===== config.mk =====
export PLATFORM = sky130hd
export DESIGN_NAME = sw_debounce
export DESIGN_NICKNAME = d
export VERILOG_FILES = /design/src/rtl/sw_debounce.sv
export SDC_FILE = /design/constraint.sdc
export NUM_CORES = 1
export LEC_CHECK = 0
export CORE_ASPECT_RATIO = 0.8
export CORE_UTILIZATION = 45
export CTS_BUF_LIST = sky130_fd_sc_hd__clkbuf_16
export DETAILED_ROUTE_END_ITERATION = 7
export SKIP_LAST_GASP = 1
export SLEW_MARGIN = 20
export SYNTH_ARGS = -nofsm -noshare
export SYNTH_HDL_FRONTEND = slang
export SYNTH_SLANG_ARGS = --single-unit
export TNS_END_PERCENT = 50

===== constraint.sdc =====
create_clock -name clk -period 4.27 [get_ports clk]
set_clock_uncertainty 0.15 [all_clocks]
set_input_delay 0.427 -clock clk [delete_from_list [all_inputs] [get_ports clk]]
set_output_delay 0.427 -clock clk [all_outputs]
set_load 0.03 [all_outputs]

===== src/rtl/sw_debounce.sv =====
// Per-bit switch conditioner: 2-FF synchronizer, stability-count debouncer,
// and registered one-cycle rise/fall pulses with a combined change flag.
module sw_debounce #(
    parameter int unsigned WIDTH         = 8,
    parameter int unsigned STABLE_CYCLES = 50000,
    parameter int unsigned CNT_BITS      = 16
) (
    input  logic             clk,
    input  logic             reset_n,
    input  logic [WIDTH-1:0] sw_raw,
    output logic [WIDTH-1:0] sw_clean,
    output logic [WIDTH-1:0] sw_rise,
    output logic [WIDTH-1:0] sw_fall,
    output logic             sw_changed
);

    localparam logic [CNT_BITS-1:0] CNT_LAST = CNT_BITS'(STABLE_CYCLES - 1);

    logic [WIDTH-1:0]               sync1;
    logic [WIDTH-1:0]               sync2;
    logic [WIDTH-1:0][CNT_BITS-1:0] cnt;

    logic [WIDTH-1:0]               clean_nxt;
    logic [WIDTH-1:0]               rise_nxt;
    logic [WIDTH-1:0]               fall_nxt;
    logic [WIDTH-1:0][CNT_BITS-1:0] cnt_nxt;

    always_comb begin
        clean_nxt = sw_clean;
        rise_nxt  = '0;
        fall_nxt  = '0;
        cnt_nxt   = cnt;
        for (int unsigned i = 0; i < WIDTH; i++) begin
            if (sync2[i] == sw_clean[i]) begin
                // Any return to the current clean level restarts qualification.
                cnt_nxt[i] = '0;
            end else if (cnt[i] == CNT_LAST) begin
                clean_nxt[i] = sync2[i];
                cnt_nxt[i]   = '0;
                rise_nxt[i]  = sync2[i];
                fall_nxt[i]  = ~sync2[i];
            end else begin
                cnt_nxt[i] = cnt[i] + 1'b1;
            end
        end
    end

    always_ff @(posedge clk or negedge reset_n) begin
        if (!reset_n) begin
            sync1      <= '0;
            sync2      <= '0;
            cnt        <= '0;
            sw_clean   <= '0;
            sw_rise    <= '0;
            sw_fall    <= '0;
            sw_changed <= 1'b0;
        end else begin
            sync1      <= sw_raw;
            sync2      <= sync1;
            cnt        <= cnt_nxt;
            sw_clean   <= clean_nxt;
            sw_rise    <= rise_nxt;
            sw_fall    <= fall_nxt;
            sw_changed <= |(rise_nxt | fall_nxt);
        end
    end

endmodule


# Word-level counts from Yosys, hierarchy flattened
# Index checks and enable logic that the tools add are counted.
[word_totals] reg_bits=169 latchBits=0 ram_bits=0 romBits=0 inputBits=10 out_inout_bits=25 wordCells=119 n_memories=0
[classes] addsub=8 multipliers=0 div=0 order_cmp=0 eq_ne=16 n_shift=0 mux=48 n_bitwise=17 n_reduce_logical=9
[ops] operator="$mux 16" n=16
[ops] operator="$add 16x1->16 const B" n=8
[ops] operator="$eq 16x16->1 const B" n=8
[ops] operator="$mux 1" n=32
[ops] operator="$not 1->1" n=16
[ops] operator="$reduce_and 2->1" n=8
[ops] operator="$eq 1x1->1" n=8
[ops] operator="$or 8x8->8" n=1
[ops] operator="$reduce_or 8->1" n=1

# Logic depth before layout (Yosys ltp)
# Gate-level depths: netlist of run 1.
[depth] ltp_word=5 ltp_mapped=7 depth_no_buf=5

# Worst setup path before layout of run 1
# Ideal clock, no wire load.
[synth_timing] kind="register -> register" start="reg cnt[80] (netlist name)" end="reg sw_changed" setup_time_ns=0.138 arrival_ns=1.623 required_ns=3.982 path_slack_ns=2.358 path_stages_with_launch=7 n_path_buf=1 synth_period_minus_slack_ns=1.912 path_cell_list="dfrtp_1 ha_1 and3_1 clkbuf_1 nand4_1 o22ai_1 or4_1"
[synth_between] elab_chain_len=5 elab_cells_between_ends=7 classes_between="eq/ne: 1; mux: 4; bitwise: 1; reduce/logical: 1"
[synth_rtl] item="start, declared" line="21" text="logic [WIDTH-1:0][CNT_BITS-1:0] cnt;"
[synth_rtl] item="start signal, assigned" line="60" text="cnt <= cnt_nxt;"
[synth_rtl] item="$eq 16x16->1 (*)" line="37" text="end else if (cnt[i] == CNT_LAST) begin"
[synth_rtl] item="$mux 1" line="37"
[synth_rtl] item="$mux 1" line="34" text="if (sync2[i] == sw_clean[i]) begin"
[synth_rtl] item="$or 8x8->8 (*)" line="64" text="sw_changed <= |(rise_nxt | fall_nxt);"
[synth_rtl] item="$reduce_or 8->1 (*)" line="64"
[synth_rtl] item="end signal, assigned" line="64"
[synth_rtl] item="end, declared" line="14" text="output logic sw_changed"
# Every way passes the cells marked *; elsewhere a longest branch is shown, timed or not.
# A chain may end at the register's enable or synchronous reset.

# Worst setup path in the final report of run 1
[layout_timing] start="reg sw_clean[4]" end="out sw_clean[4]"
[layout_lines] item="start, declared" line="11" text="output logic [WIDTH-1:0] sw_clean,"
[layout_lines] item="start signal, assigned" line="61" text="sw_clean <= clean_nxt;"
# No word-level cell between the ends.

==> impl_metrics.yaml, run 1 <==
grt:
  grt_overflow: 0
  grt_pass1_wl_um: 24500
  grtUsageTotal: 0.175
  grt_max_degree: 108
  grt_pass1_vias: 5096
  antenna_found_initial: 0
worst_setup_path:
  cp.depth: 1
  crit_chain: "clkdlybuf4s50_1"
  reg2regPathDepth: 5
  required_ps: 3690
  startpoint_type: "register"
  path_max_fanout: 6
  worstPathArrival_ps: 1600
  endpoint_kind: "output pin"
  crit_family: "buffers and inverters"
  crit_type: "register to output pin"
  slowest_stage: "clkdlybuf4s50_1"
  critical_path.max_stage_delay_ps: 710
  critPathBufInv: 1
detailed_routing:
  via_count: 5158
  post_drt_wl_per_cell_um: 14.3
  wirelength_um: 13900
  drtIter0Drc: 191
  firstDrtPassIters: 4
  via_per_inst: 5.28
  ant_nets: 0
  drc: 0
yosys:
  post-synth-top-count-cell: "dfrtp_1"
  synth_seq_cells: 169
  synth.area.top_cells: "dfrtp_1 (56%), xnor2_1 (7.4%), xor2_1 (6.0%)"
  yosysUniqueCellTypes: 32
  syn_avg_cell_area_sq_um: 10.7
  synth-edff-count: 0
  seq_area_frac_synth: 0.558
  synth_cells: 707
  synth_top_area_share: 0.558
  synth_area_sq_mm: 0.00758
  async_reset_ff_frac: 1.00
  ys.flop_type: "dfrtp_1"
  synth_common_cells: "dfrtp_1 (169), nor2_1 (121), xnor2_1 (64), xor2_1 (52), nand3_1 (42)"
  syn_nets: 725
  ys_warn_count: 0
  yosysTopAreaCell: "dfrtp_1"
timing:
  setup_ws_ps: 2100
  holdWs_ps: -11.0
  setup_violations: 0
  rsz0062_at_grt: "false"
  period_share: 0.509
  fmax_mhz: 460
  fin_setup_tns_ps: 0
  finalHoldViolations: 13
  drv_slew: 0
  period_needed_ps: 2170
  maxSlewHeadroom: 0.360
  tightest_slew_ps: 959
hold_path:
  hold_class: "input port to async pin"
pwr:
  p_total_mw: 3.39
  p_leak_nw: 3.64
  powerDensity_mw_per_mm2: 387
  ir_drop_uv: 224
floorplan:
  die-height_um: 118
  io_pins: 35
  core-area_sq_mm: 0.0165
  fp.dieW_um: 147
  rows: 42
  initial_core_util: 0.459
  design.die.area_sq_mm: 0.0174
finish:
  drive_above_1_share: 0.0568
  syn2layout_area_growth_pct: 15.8
  layout.nets: 762
  antenna_cells: 0
clocking:
  clockBufferDepth: 2
  post-cts-setup-buffers: 0
  clk_pin_slew_worst_paths_ps: 60
  cts.repair.resized: 0
  cts_inserted_buffers: 17
  cts_tree: "built"
  clkSinkCount: 169
  htree_num_levels: 4
  cts_hold_buf: 0
  cts_root_buf: "clkbuf_16"
  clk_latency_ps: 420
placed_design:
  place_ws_ps: 2140
  port_buffers: 34
  gp_congestion: 0.816
  dp_hpwl_um: 9040
run_status:
  violations: "negative hold slack"
  status: "finished with violations"
job:
  cap_violations: 0
[cell type report]
type,instances,area (sq um)
Clock buffer,17,425
Clock inverter,15,209
Fill cell,1445,7720
Inverter,12,45.0
Multi-Input combinational cell,509,3230
Sequential cell,169,4230
Tap cell,220,275
Timing Repair Buffer,35,362
[cells by family after synthesis]
group                      after synthesis  share of synthesized area
AOI/OAI and AO/OA                       27                     0.0198
xor gates and xnor gates               116                      0.134
adders and majority gates                8                     0.0132
buffers and inverters                   29                     0.0154
DFF                                    169                      0.558
muxes                                    8                     0.0119
and+or+nand+nor                        350                      0.247
[final timing paths]
check | to | start | slack (ps)
min in group clk | sync2[5] | sync1[5] | 190
setup reg to reg | cnt[86] | cnt[80] | 2100
hold reg to reg | sync2[5] | sync1[5] | 190
setup / recovery | sw_clean[4] | sw_clean[4] | 2100
hold / removal | cnt[13] | reset_n | -10
max in group asynchronous | cnt[90] | reset_n | 3120
[layout by cell type (no fill, tap or decap), types with 8 or more instances in the layout]
master	Yosys	layout
nor2_1	121	121
and3_1	19	19
mux2_2	8	8
nor4_1	15	15
nand2_1	38	38
a21oi_1	12	12
nor3_1	13	13
nand3_1	42	42
clkbuf_16	0	17
clkdlybuf4s50_1	0	33
nand4_1	31	31
xor2_1	52	52
dfrtp_1	169	169
xnor2_1	64	64
ha_1	8	8
inv_1	12	14
nor4b_1	8	8
nor3b_1	16	16
nor4bb_1	15	15
and4_1	11	11
[registers in the layout, indices dropped and copies added, names as in the netlist]
name,count
cnt,128
sw_changed,1
sw_clean,8
sw_fall,8
sw_rise,8
sync1,8
sync2,8
[metrics by stage]
stage	std cells	util	hold slack, ps	cell area [sq um]
4_1_cts	977	0.532	27.4	8780
5_1_grt	977	0.532	81.3	8780
2_1_floorplan	707	-	-18.6	7580
6_report	977	0.532	-11.0	8780
3_5_place_dp	945	0.493	185	8140
3_3_place_gp	945	0.493	182	8140
[report_power, final]
part | total (mW) | leakage, nW | switching [mW] | internal (mW)
sequential | 1.65 | 2.30 | 0.0240 | 1.63
combinational | 0.0950 | 1.03 | 0.0633 | 0.0317
clock | 1.65 | 0.314 | 0.619 | 1.03
[routing by layer]
metal,GRT usage,vias to the layer above,wire (um)
li1,-,2534,-
met1,0.257,2543,7150
met2,0.251,69,6230
met3,0.0465,12,422
met4,0.0599,0,132
met5,0,-,0
Power figures use the tool's default switching activity.
==> run 2: changes to the inputs <==
- clock period: 4.27 -> 2.2 ns (I/O delays scaled with it)
==> impl_metrics.yaml, run 2 (same netlist as run 1, synthesis figures left out) <==
clocking:
  cts_root_buf: "clkbuf_16"
  cts.repair.resized: 0
  post-cts-setup-buffers: 0
  clk_latency_ps: 420
  cts_tree: "built"
  cts_inserted_buffers: 17
  clkSinkCount: 169
  cts_hold_buf: 1
  clk_pin_slew_worst_paths_ps: 60
  clockBufferDepth: 2
  htree_num_levels: 4
pwr:
  ir_drop_uv: 446
  p_total_mw: 6.05
  powerDensity_mw_per_mm2: 684
  p_leak_nw: 3.70
timing:
  fin_setup_tns_ps: 0
  rsz0062_at_grt: "false"
  period_share: 0.892
  finalHoldViolations: 0
  drv_slew: 0
  maxSlewHeadroom: 0.704
  tightest_slew_ps: 445
  period_needed_ps: 1960
  setup_violations: 0
  fmax_mhz: 510
worst_setup_path:
  startpoint_type: "register"
  crit_type: "register to output pin"
  crit_chain: "clkdlybuf4s50_1"
  critical_path.max_stage_delay_ps: 720
  crit_family: "buffers and inverters"
  endpoint_kind: "output pin"
  ff2ff_setup_slack_ps: 250
  required_ps: 1830
  path_max_fanout: 6
  worstPathArrival_ps: 1590
  slowest_stage: "clkdlybuf4s50_1"
  critPathBufInv: 1
grt:
  antenna_found_initial: 0
  grt_overflow: 0
  grt_pass1_wl_um: 25600
  grt_pass1_vias: 5286
  grtUsageTotal: 0.183
  grt_max_degree: 48
detailed_routing:
  drtIter0Drc: 290
  post_drt_wl_per_cell_um: 14.0
  wirelength_um: 14000
  via_per_inst: 5.23
  ant_nets: 0
  firstDrtPassIters: 6
  via_count: 5221
  drc: 1
floorplan:
  design.die.area_sq_mm: 0.0174
  core-area_sq_mm: 0.0165
  io_pins: 35
  die-height_um: 118
  fp.dieW_um: 147
  rows: 42
  initial_core_util: 0.459
finish:
  final_cell_mix: "dfrtp_1 (169), nor2_1 (121), xnor2_1 (64)"
  layout_commonest_cell: "dfrtp_1"
  largest_reg_flops: 128
  largest_register: "cnt"
  layout.nets: 785
  syn2layout_area_growth_pct: 16.8
  antenna_cells: 0
  final_util: 0.536
  n_fill_cell: 1465
  drive_above_1_share: 0.0796
placed_design:
  port_buffers: 34
  dp_hpwl_um: 9560
  gp_congestion: 0.810
hold_path:
  hold_class: "input port to register"
run_status:
  violations: "design-rule violations"
  status: "finished with violations"
job:
  cap_violations: 0
run 2: area by class of cell:
cell class,instances,area [sq um],area share
multi-input cells,509,3230,0.365
inverters,12,45.0,0.00509
flip-flops and latches,169,4230,0.478
well taps,220,275,0.0311
repair buffers,58,549,0.0621
clock buffers,17,425,0.0481
clock inverters,14,95.1,0.0107
run 2: path summary, 6_finish.rpt:
path,to,startpoint,cells after the start
setup / recovery,sw_clean[4],sw_clean[4],1
hold / removal,sync1[4],sw_raw[4],1
setup reg to reg,sw_changed,cnt[16],5
hold reg to reg,sync2[5],sync1[5],0
max in group asynchronous,sync2[1],reset_n,3
min in group asynchronous,cnt[10],reset_n,2
run 2: report_power, final:
part / leakage [nW] / switching [mW] / total (mW) / internal (mW)
Sequential: 2.30 / 0.0467 / 3.21 / 3.16
Combinational: 1.13 / 0.129 / 0.209 / 0.0794
Clock: 0.264 / 1.12 / 2.63 / 1.51
Total: 3.70 / 1.30 / 6.05 / 4.75
run 2: per-stage QoR:
stage / area [sq um] / setup slack, ps / std cells / hold WS [ps]
6_report: 8850 / 237 / 999 / 84.9
5_1_grt: 8850 / 157 / 999 / 63.1
4_1_cts: 8850 / 195 / 999 / 63.8
3_5_place_dp: 8320 / 252 / 967 / 31.0
3_3_place_gp: 8320 / 256 / 967 / 25.9
2_1_floorplan: 7580 / 288 / 707 / -226
run 2: layer usage:
| metal | vias to the layer above | GRT usage | wire [um] |
|---|---|---|---|
| met4 | 0 | 0.0567 | 156 |
| met3 | 15 | 0.0516 | 494 |
| li1 | 2574 | - | - |
| met1 | 2561 | 0.264 | 7130 |
| met2 | 71 | 0.268 | 6210 |
| met5 | - | 0 | 0 |
